==> src/rtl/mem_stage_lsu_pkg.sv <==
// Shared types and encodings for the memory-stage load/store unit.
package rv32i_lsu_pkg;

  typedef enum logic [1:0] {S_IDLE, S_REQ, S_RESP, S_DONE} lsu_state_e;

  localparam logic [2:0] F3_LB  = 3'b000;
  localparam logic [2:0] F3_LH  = 3'b001;
  localparam logic [2:0] F3_LW  = 3'b010;
  localparam logic [2:0] F3_LBU = 3'b100;
  localparam logic [2:0] F3_LHU = 3'b101;
  localparam logic [2:0] F3_SB  = 3'b000;
  localparam logic [2:0] F3_SH  = 3'b001;
  localparam logic [2:0] F3_SW  = 3'b010;

  localparam logic [1:0] RESULT_MEM = 2'b01;

  // Illegal funct3 or misaligned address for the given access kind.
  function automatic logic access_fault(input logic is_st, input logic [2:0] f3,
                                        input logic [1:0] a);
    logic bad_f3, mis_h, mis_w;
    mis_h = a[0];
    mis_w = (a != 2'b00);
    if (is_st) begin
      bad_f3 = (f3 > F3_SW);
      return bad_f3 | ((f3 == F3_SH) & mis_h) | ((f3 == F3_SW) & mis_w);
    end
    bad_f3 = (f3 == 3'b011) | (f3 == 3'b110) | (f3 == 3'b111);
    return bad_f3 | (((f3 == F3_LH) | (f3 == F3_LHU)) & mis_h) | ((f3 == F3_LW) & mis_w);
  endfunction

endpackage

==> src/rtl/mem_stage_lsu_if.sv <==
// Data-memory request/response bus between the LSU and the memory.
interface mem_stage_lsu_if;
  logic        dmem_req;
  logic        dmem_we;
  logic [31:0] dmem_addr;
  logic [3:0]  dmem_be;
  logic [31:0] dmem_wdata;
  logic        dmem_gnt;
  logic        dmem_rvalid;
  logic [31:0] dmem_rdata;

  modport master (output dmem_req, dmem_we, dmem_addr, dmem_be, dmem_wdata,
                  input  dmem_gnt, dmem_rvalid, dmem_rdata);
  modport slave  (input  dmem_req, dmem_we, dmem_addr, dmem_be, dmem_wdata,
                  output dmem_gnt, dmem_rvalid, dmem_rdata);
endinterface

==> src/rtl/mem_stage_lsu_align.sv <==
// Byte-lane steering: store enables/replication and load extraction/extension.
module lsu_align
  import rv32i_lsu_pkg::*;
(
  input  logic [2:0]  funct3,
  input  logic [1:0]  addr_lo,
  input  logic        is_store,
  input  logic [31:0] wd,
  input  logic [31:0] rdata,
  output logic [3:0]  be,
  output logic [31:0] wdata,
  output logic [31:0] ld_data
);

  logic [31:0] rsh;
  logic [7:0]  byte_sel;
  logic [15:0] half_sel;

  always_comb begin
    be    = 4'hF;
    wdata = wd;
    if (is_store) begin
      case (funct3)
        F3_SB: begin
          be    = 4'b0001 << addr_lo;
          wdata = {4{wd[7:0]}};
        end
        F3_SH: begin
          be    = 4'b0011 << {addr_lo[1], 1'b0};
          wdata = {2{wd[15:0]}};
        end
        default: begin
          be    = 4'hF;
          wdata = wd;
        end
      endcase
    end
  end

  always_comb begin
    rsh      = rdata >> {addr_lo, 3'b000};
    byte_sel = rsh[7:0];
    half_sel = addr_lo[1] ? rdata[31:16] : rdata[15:0];
    case (funct3)
      F3_LB:   ld_data = {{24{byte_sel[7]}}, byte_sel};
      F3_LH:   ld_data = {{16{half_sel[15]}}, half_sel};
      F3_LW:   ld_data = rdata;
      F3_LBU:  ld_data = {24'h0, byte_sel};
      F3_LHU:  ld_data = {16'h0, half_sel};
      default: ld_data = 32'h0;
    endcase
  end

endmodule

==> src/rtl/mem_stage_lsu.sv <==
// Memory-stage LSU: runs one bus transaction for the M-stage instruction and
// stalls the pipeline until it completes.
module mem_stage_lsu
  import rv32i_lsu_pkg::*;
#(
  parameter int XLEN = 32
) (
  input  logic            clk,
  input  logic            rst,
  input  logic [XLEN-1:0] ALUResult_m,
  input  logic [XLEN-1:0] WriteData_m,
  input  logic            MemWrite_m,
  input  logic [1:0]      ResultSrc_m,
  input  logic [31:0]     instr_m,
  input  logic            hold_m,
  mem_stage_lsu_if.master dmem,
  output logic [XLEN-1:0] ReadData_m,
  output logic            stall_m,
  output logic            fault_m
);

  lsu_state_e  state_q, state_d;
  logic [31:0] rdata_q;
  logic [2:0]  f3;
  logic        is_st, is_ld, acc, req;
  logic [3:0]  al_be;
  logic [31:0] al_wdata, ld_ext;
  logic        unused_instr;

  assign f3           = instr_m[14:12];
  assign unused_instr = ^{instr_m[31:15], instr_m[11:0]};

  assign is_st   = MemWrite_m;
  assign is_ld   = ~MemWrite_m & (ResultSrc_m == RESULT_MEM);
  assign fault_m = (is_st | is_ld) & access_fault(is_st, f3, ALUResult_m[1:0]);
  assign acc     = (is_st | is_ld) & ~fault_m;
  assign req     = acc & ((state_q == S_IDLE) | (state_q == S_REQ));

  lsu_align u_align (
    .funct3   (f3),
    .addr_lo  (ALUResult_m[1:0]),
    .is_store (is_st),
    .wd       (WriteData_m),
    .rdata    (dmem.dmem_rdata),
    .be       (al_be),
    .wdata    (al_wdata),
    .ld_data  (ld_ext)
  );

  always_comb begin
    state_d = state_q;
    case (state_q)
      S_IDLE, S_REQ: begin
        if (req & dmem.dmem_gnt) state_d = is_st ? S_DONE : S_RESP;
        else if (acc)            state_d = S_REQ;
      end
      S_RESP:  if (dmem.dmem_rvalid) state_d = S_DONE;
      S_DONE:  if (!hold_m) state_d = S_IDLE;
      default: state_d = S_IDLE;
    endcase
  end

  always_ff @(posedge clk) begin
    if (rst) begin
      state_q <= S_IDLE;
      rdata_q <= '0;
    end else begin
      state_q <= state_d;
      if ((state_q == S_RESP) && dmem.dmem_rvalid) rdata_q <= ld_ext;
    end
  end

  // Bus is fully quiet whenever no request is presented.
  assign dmem.dmem_req   = req;
  assign dmem.dmem_we    = req & is_st;
  assign dmem.dmem_addr  = req ? {ALUResult_m[31:2], 2'b00} : 32'h0;
  assign dmem.dmem_be    = req ? al_be : 4'h0;
  assign dmem.dmem_wdata = (req & is_st) ? al_wdata : 32'h0;

  assign stall_m    = acc & (state_q != S_DONE);
  assign ReadData_m = (state_q == S_DONE) ? rdata_q : '0;

endmodule

==> src/flat_wrapper.sv <==
// flat-port wrapper written by rule: the top's interface ports become plain ports
module mem_stage_lsu_flat import rv32i_lsu_pkg::*;
#(
  parameter int XLEN = 32
)
  (clk, rst, ALUResult_m, WriteData_m, MemWrite_m, ResultSrc_m, instr_m, hold_m, ReadData_m, stall_m, fault_m, dmem_dmem_req, dmem_dmem_we, dmem_dmem_addr, dmem_dmem_be, dmem_dmem_wdata, dmem_dmem_gnt, dmem_dmem_rvalid, dmem_dmem_rdata);
  mem_stage_lsu_if dmem_i ();
  input  logic clk;
  input  logic rst;
  input  logic [XLEN-1:0] ALUResult_m;
  input  logic [XLEN-1:0] WriteData_m;
  input  logic MemWrite_m;
  input  logic [1:0] ResultSrc_m;
  input  logic [31:0] instr_m;
  input  logic hold_m;
  output logic [XLEN-1:0] ReadData_m;
  output logic stall_m;
  output logic fault_m;
  output wire logic [$bits(dmem_i.dmem_req)-1:0] dmem_dmem_req;
  output wire logic [$bits(dmem_i.dmem_we)-1:0] dmem_dmem_we;
  output wire logic [$bits(dmem_i.dmem_addr)-1:0] dmem_dmem_addr;
  output wire logic [$bits(dmem_i.dmem_be)-1:0] dmem_dmem_be;
  output wire logic [$bits(dmem_i.dmem_wdata)-1:0] dmem_dmem_wdata;
  input wire logic [$bits(dmem_i.dmem_gnt)-1:0] dmem_dmem_gnt;
  input wire logic [$bits(dmem_i.dmem_rvalid)-1:0] dmem_dmem_rvalid;
  input wire logic [$bits(dmem_i.dmem_rdata)-1:0] dmem_dmem_rdata;
  assign dmem_dmem_req = dmem_i.dmem_req;
  assign dmem_dmem_we = dmem_i.dmem_we;
  assign dmem_dmem_addr = dmem_i.dmem_addr;
  assign dmem_dmem_be = dmem_i.dmem_be;
  assign dmem_dmem_wdata = dmem_i.dmem_wdata;
  assign dmem_i.dmem_gnt = dmem_dmem_gnt;
  assign dmem_i.dmem_rvalid = dmem_dmem_rvalid;
  assign dmem_i.dmem_rdata = dmem_dmem_rdata;
  mem_stage_lsu #(.XLEN(XLEN)) u_core (.clk(clk), .rst(rst), .ALUResult_m(ALUResult_m), .WriteData_m(WriteData_m), .MemWrite_m(MemWrite_m), .ResultSrc_m(ResultSrc_m), .instr_m(instr_m), .hold_m(hold_m), .dmem(dmem_i), .ReadData_m(ReadData_m), .stall_m(stall_m), .fault_m(fault_m));
endmodule
==> config.mk <==
export PLATFORM = sky130hd
export DESIGN_NAME = mem_stage_lsu_flat
export DESIGN_NICKNAME = d
export VERILOG_FILES = /design/src/rtl/mem_stage_lsu_pkg.sv /design/src/rtl/mem_stage_lsu_if.sv /design/src/rtl/mem_stage_lsu_align.sv /design/src/rtl/mem_stage_lsu.sv /design/src/flat_wrapper.sv
export SDC_FILE = /design/constraint.sdc
export NUM_CORES = 1
export LEC_CHECK = 0
export CORE_MARGIN = 3
export CORE_UTILIZATION = 25
export DETAILED_ROUTE_END_ITERATION = 16
export GPL_TIMING_DRIVEN = 1
export MAX_ROUTING_LAYER = met4
export PLACE_DENSITY_LB_ADDON = 0.12
export SLEW_MARGIN = 25
export SYNTH_ARGS = -nofsm -noshare
export SYNTH_HDL_FRONTEND = slang
export SYNTH_SLANG_ARGS = --single-unit
==> constraint.sdc <==
create_clock -name clk -period 4.1 [get_ports clk]
set_input_delay 0.41 -clock clk [delete_from_list [all_inputs] [get_ports clk]]
set_output_delay 0.41 -clock clk [all_outputs]
set_load 0.005 [all_outputs]
# Word level (Yosys, flattened, before mapping)
# Index checks and enable logic that the tools add are counted.
[word_totals]
regBits = 34
latch_bits = 0
ram_bits = 0
mem_bits_ro = 0
out_inout_bits = 104
wordCells = 67
n_memories = 0
[classes]
n_addsub = 0
n_mul = 0
div = 0
magnitude_cmp = 1
eq_ne = 15
shift = 3
n_mux = 19
bitwise = 21
reduce_logical = 6
[ops]
columns = ["operator", "count"]
rows = [
  ["$pmux W32 S5", 1],
  ["$mux W32", 4],
  ["$pmux W32 S2", 1],
  ["$shr A32 B5 Y8", 1],
  ["$mux W16", 1],
  ["$eq A3 B3 Y1 const B", 4],
  ["$and A1 B1 Y1", 10],
  ["$or A1 B1 Y1", 9],
  ["$mux W2", 4],
  ["$mux W4", 2],
  ["$pmux W4 S2", 1],
  ["$eq A3 B2 Y1 const B", 2],
  ["$ne A2 B2 Y1 const B", 3],
  ["$pmux W2 S3", 1],
  ["$eq A2 B1 Y1 const B", 2],
  ["$eq A2 B2 Y1 const B", 2],
  ["$mux W1", 4],
  ["$shl A1 B2 Y4 const A", 1],
  ["$shl A2 B2 Y4 const A", 1],
  ["$eq A3 B1 Y1 const B", 1],
  ["$gt A3 B2 Y1 const B", 1],
  ["$logic_not A3 Y1", 1],
  ["$ne A3 B1 Y1 const B", 1],
  ["$reduce_and A3 Y1", 1],
  ["other kinds (5)", 6],
]

# Longest topological paths before layout
[logic_depth]
word_depth = 13
depth_mapped = 7

# Cells and area by module
# Synthesis repeated with hierarchy kept, for this count alone.
[unflattened]
hier_cells = 475
hier_area_um2 = 3316.9
[by_module_without_submodules]
columns = ["mod", "n_inst", "cells_per_inst", "area_per_inst_um2"]
rows = [
  ["mem_stage_lsu", 1, 280, 2018.2],
  ["lsu_align", 1, 195, 1298.7],
]

# Least setup slack after synthesis
# No wires, ideal clock.
[synth_path]
path_type = "in2out"
from = "input port instr_m[14]"
to = "output port dmem_dmem_wdata[27]"
arrival_ps = 1816
t_required_ps = 3690
setup_slack_ps = 1874
cell_stages = 6
path_buffers = 2
cell_sequence = "clkbuf_1 -> or4_4 -> nand2_1 -> nand3b_1 -> clkbuf_1 -> a211oi_1"
[synth_between]
elab_chain_len = 12
word_cells_on_any_way = 28
classes_between = "order compare (1); eq/ne (6); mux (5); bitwise (15); reduce/logical (1)"
[synth_rtl]
columns = ["item", "line", "rtl"]
rows = [
  ["start: declaration", "flat_wrapper.sv:14", "input logic [31:0] instr_m;"],
  ["parallel branches: the longest is 11 deep, another holds $gt A3 B2 Y1", "n/a", ""],
  ["$mux W32 (*)", "mem_stage_lsu.sv:78", "assign dmem.dmem_wdata = (req & is_st) ? al_wdata : 32'h0;"],
  ["end: declaration", "flat_wrapper.sv:23", "output wire logic [$bits(dmem_i.dmem_wdata)-1:0] dmem_dmem_wdata;"],
]
# Every way passes the cells marked *. The select of a mux whose other input is x is not followed.

# Worst setup path after layout
[layout_path]
from = "input port instr_m[14]"
to = "output port dmem_dmem_addr[16]"
[layout_between]
elab_chain_len = 11
word_cells_on_any_way = 24
classes_between = "order compare (1); eq/ne (6); mux (3); bitwise (14)"
[layout_rtl]
columns = ["item", "line", "rtl"]
rows = [
  ["parallel branches: the longest is 5 deep, another holds $gt A3 B2 Y1", "n/a", ""],
  ["$mux W1 (*)", "mem_stage_lsu_pkg.sv:27", "bad_f3 = (f3 == 3'b011) | (f3 == 3'b110) | (f3 == 3'b111);"],
  ["$and A1 B1 Y1 (*)", "mem_stage_lsu.sv:35", "assign fault_m = (is_st | is_ld) & access_fault(is_st, f3, ALUResult_m[1:0]);"],
  ["$not A1 Y1 (*)", "mem_stage_lsu.sv:36", "assign acc = (is_st | is_ld) & ~fault_m;"],
  ["$and A1 B1 Y1 (*)", "mem_stage_lsu.sv:36", ""],
  ["$and A1 B1 Y1 (*)", "mem_stage_lsu.sv:37", "assign req = acc & ((state_q == S_IDLE) | (state_q == S_REQ));"],
  ["$mux W32 (*)", "mem_stage_lsu.sv:76", "assign dmem.dmem_addr = req ? {ALUResult_m[31:2], 2'b00} : 32'h0;"],
  ["end: declaration", "flat_wrapper.sv:21", "output wire logic [$bits(dmem_i.dmem_addr)-1:0] dmem_dmem_addr;"],
]
# Marked as above.

==> reports/summary.md <==
Synth
* area share of the leading cell type in the synthesized netlist: 25.3%
* primary flip-flop cell chosen by synthesis mapping: sky130_fd_sc_hd__dfxtp_1
* mux share of post-synthesis cell area: 13.3%
* arithmetic-cell share of the synthesized area counting full adders, half adders and majority gates: 0%
* synth unique cells: 38
* area fraction in compound gates after synthesis: 22.7%
* Post-Synthesis Cell Area: 2690 um2
* library cell with the highest instance count after synthesis: sky130_fd_sc_hd__nand2_1
* leading area contributor after synthesis: sky130_fd_sc_hd__dfxtp_1
* Yosys Warn Count: 0
* instance count of the mapped netlist: 345
* simple-gate share of the synthesized area: 32.0%
* Post-synth EDFFs: 0
* Synth top cells by count: 57 x sky130_fd_sc_hd__nand2_1, 40 x sky130_fd_sc_hd__and2_1, 34 x sky130_fd_sc_hd__dfxtp_1, 33 x sky130_fd_sc_hd__and3_1, 27 x sky130_fd_sc_hd__clkbuf_1
* share of synthesized flip-flops with an asynchronous set or reset: 0%
* portion of the post-synthesis area used by sequential elements: 25.3%
* leading post-synthesis cells by cell area: sky130_fd_sc_hd__dfxtp_1 25%, sky130_fd_sc_hd__and2_1 9.3%, sky130_fd_sc_hd__nand2_1 7.9%
* number of register bits inferred by synthesis: 34
* largest family of logic cells by synthesized area: simple AND/OR/NAND/NOR gates
* synthesized area per cell: 7.80 um2
* fraction of synthesized cell area in xor and xnor cells: 0%

Setup path
* crit path launch type: input port
* worst setup path category: input port to output pin
* path depth of the worst reg2reg path: 4
* crit path capture type: output pin
* maximum fanout along the worst path: 25
* first element of the critical path: instr_m[14]
* end of the critical path: dmem_dmem_addr[16]
* launching point of the worst reg2reg path: u_core.state_q[1]
* R2R Setup Slk: 1.82 ns
* data arrival time of the worst path: 3.18 ns
* terminus of the critical flop-to-flop path: u_core.rdata_q[19]
* data required time of the worst path: 3.69 ns

Detailed routing
* Via density: 4.93
* Via Count: 3,293
* post-detailed-route wirelength per cell: 17.4 um
* total iterations of the first detailed-routing run: 4
* remaining design rule violation count: 0
* First DRT Iteration DRCs: 144
* total length of routed wires: 11,600 um
* remaining antenna violation count after routing: 0

GRT
* largest net degree at the start of global routing: 40
* antenna violations before repair: 0
* vias in the first global route: 3,307
* total congestion overflow after global routing: 0
* global-route wire length before repair: 17,200 um
* GRT Total Usage: 19.1%

STA
* time the final worst path needs with I/O delays and setup: 3.59 ns
* number of max-slew violations in the final report: 0
* Final Hold Fails: 0
* pin slew with the least headroom to its limit: 0.768 ns
* Final WS setup: 0.507 ns
* total negative setup slack: 0 ns
* clock skew: 0.00721 ns
* # setup viols final: 0
* fmax: 0.278 GHz
* final period utilization: 87.6%
* worst slew margin relative to its limit: 48.8%
* unrepaired setup endpoints after global routing: no

Floorplanning
* placeable core region: 10,400 um2
* floorplan die height: 110 um
* DIE AREA: 12,000 um2
* placement row count: 37
* die extent in x: 110 um
* initial core utilization: 25.8%
* number of top-level pins: 240

Finish
* Fillers: 1,047
* share of the core filled with cells: 47.5%
* number of nets at the end of the flow: 667
* number of diodes added for antenna fixing: 0
* area delta synth->final: 84.0%
* fraction of layout instances using a drive strength above 1: 7.33%

Placement
* final RePlAce weighted congestion: 0.794
* Post-DP HPWL: 9290 um
* Buffers on Ports: 208
* worst slack at placement: 0.465 ns

Power and ir drop
* Leak Pwr: 1.97 nW
* maximum ir drop on the vdd rail: 123 uV
* Power Density: 188 nW/um2

Clock tree
* Worst-Skew Late Latency: 0.28 ns
* clock tree from TritonCTS: done
* worst-case clock buffer depth: 2
* Worst-path clk slew: 0.07 ns
* TritonCTS sink count: 34
* post-cts gate resize count: 0
* library cell used as clock root buffer: sky130_fd_sc_hd__clkbuf_8
* number of buffers created by CTS: 5
* hold-fix buffers at CTS: 0
* number of levels the H-tree was split into: 2
* # Post-CTS Setup Buffers: 0

Flow run
* count of max-cap constraint violations: 0

Outcome
* run status: complete, no violations

Hold path
* Hold/Removal Path Class: flop to flop
* worst hold stages: 2

## worst min-delay path by stage
stage,startpoint,endpoint
3_5_place_dp,u_core.rdata_q[8],u_core.rdata_q[8]
3_3_place_gp,u_core.rdata_q[11],u_core.rdata_q[11]
2_1_floorplan,u_core.rdata_q[10],u_core.rdata_q[10]
4_1_cts,u_core.rdata_q[14],u_core.rdata_q[14]
6_report,u_core.rdata_q[8],u_core.rdata_q[8]
5_1_grt,u_core.rdata_q[8],u_core.rdata_q[8]
## flip-flops by register name, indices dropped and copies added (netlist names)
| signal | cells |
|---|---|
| u_core.rdata_q | 32 |
| u_core.state_q | 2 |
## worst max-delay path, stage by stage
cell and delay, ns:
sky130_fd_sc_hd__clkdlybuf4s50_1 0.58, sky130_fd_sc_hd__or4_4 0.57, sky130_fd_sc_hd__a221oi_4 0.68, sky130_fd_sc_hd__buf_4 0.29, sky130_fd_sc_hd__and2_1 0.14, sky130_fd_sc_hd__clkdlybuf4s50_1 0.51
## per-stage QoR
step	power [mW]	hold slack [ns]	instance area [um2]	cells
floorplan	0.473	0.417	2700	346
global placement	0.680	0.437	4850	660
detailed placement	0.683	0.440	4860	660
CTS	0.941	0.455	4950	668
global route	0.984	0.491	4950	668
finish	0.931	0.451	4950	668
## logic make-up (layout without fill, tap and decap cells)
logic type	Yosys count	count (layout)
AOI/OAI and AO/OA	82	82
buffers and inverters	41	227
DFF	34	34
muxes	25	25
other	1	2
and+or+nand+nor	162	162
## where the power goes
part	switching, mW	leakage, nW	internal [mW]
Sequential	0.0150	0.275	0.336
Clock	0.122	0.0472	0.135
Combinational	0.121	1.64	0.202
Total	0.258	1.97	0.673
## final cells by class
class	count	area (um2)	share of cell area, %
Inverter	3	11.3	0.227
Clock buffer	6	82.6	1.67
Clock inverter	2	12.5	0.253
Timing Repair Buffer	216	2140	43.3
Sequential cell	34	683	13.8
Multi-Input combinational cell	271	1850	37.4
Tap cell	136	170	3.44
## metal layers
layer	wire, um	track usage, %	vias to the layer above
met1	4590	22.1	1516
met4	215	5.16	0
li1	-	-	1615
met2	5670	32.0	148
met3	1140	6.11	14
met5	0	-	-
## cell usage in the layout (no fill, tap or decap), types with 2 or more instances in the layout
cell type	count
sky130_fd_sc_hd__clkdlybuf4s50_1	208
sky130_fd_sc_hd__nand2_1	57
sky130_fd_sc_hd__and2_1	40
sky130_fd_sc_hd__and3_1	33
sky130_fd_sc_hd__dfxtp_1	32
sky130_fd_sc_hd__a21oi_1	20
sky130_fd_sc_hd__a221o_1	18
sky130_fd_sc_hd__nor2_1	14
sky130_fd_sc_hd__o21ai_0	12
sky130_fd_sc_hd__mux2i_1	10
sky130_fd_sc_hd__a211oi_1	8
sky130_fd_sc_hd__mux4_2	8
sky130_fd_sc_hd__buf_4	8
sky130_fd_sc_hd__mux2_2	7
sky130_fd_sc_hd__a221oi_1	7
sky130_fd_sc_hd__a22oi_1	7
sky130_fd_sc_hd__clkbuf_8	6
sky130_fd_sc_hd__nand2b_1	4
sky130_fd_sc_hd__inv_1	3
sky130_fd_sc_hd__nor2b_1	3
sky130_fd_sc_hd__nor3b_2	2
sky130_fd_sc_hd__nor3_1	2
sky130_fd_sc_hd__a21boi_0	2
sky130_fd_sc_hd__and3b_1	2
sky130_fd_sc_hd__a311oi_1	2
sky130_fd_sc_hd__conb_1	2
sky130_fd_sc_hd__dfxtp_2	2
No activity file was read; power rests on OpenSTA's default activity.
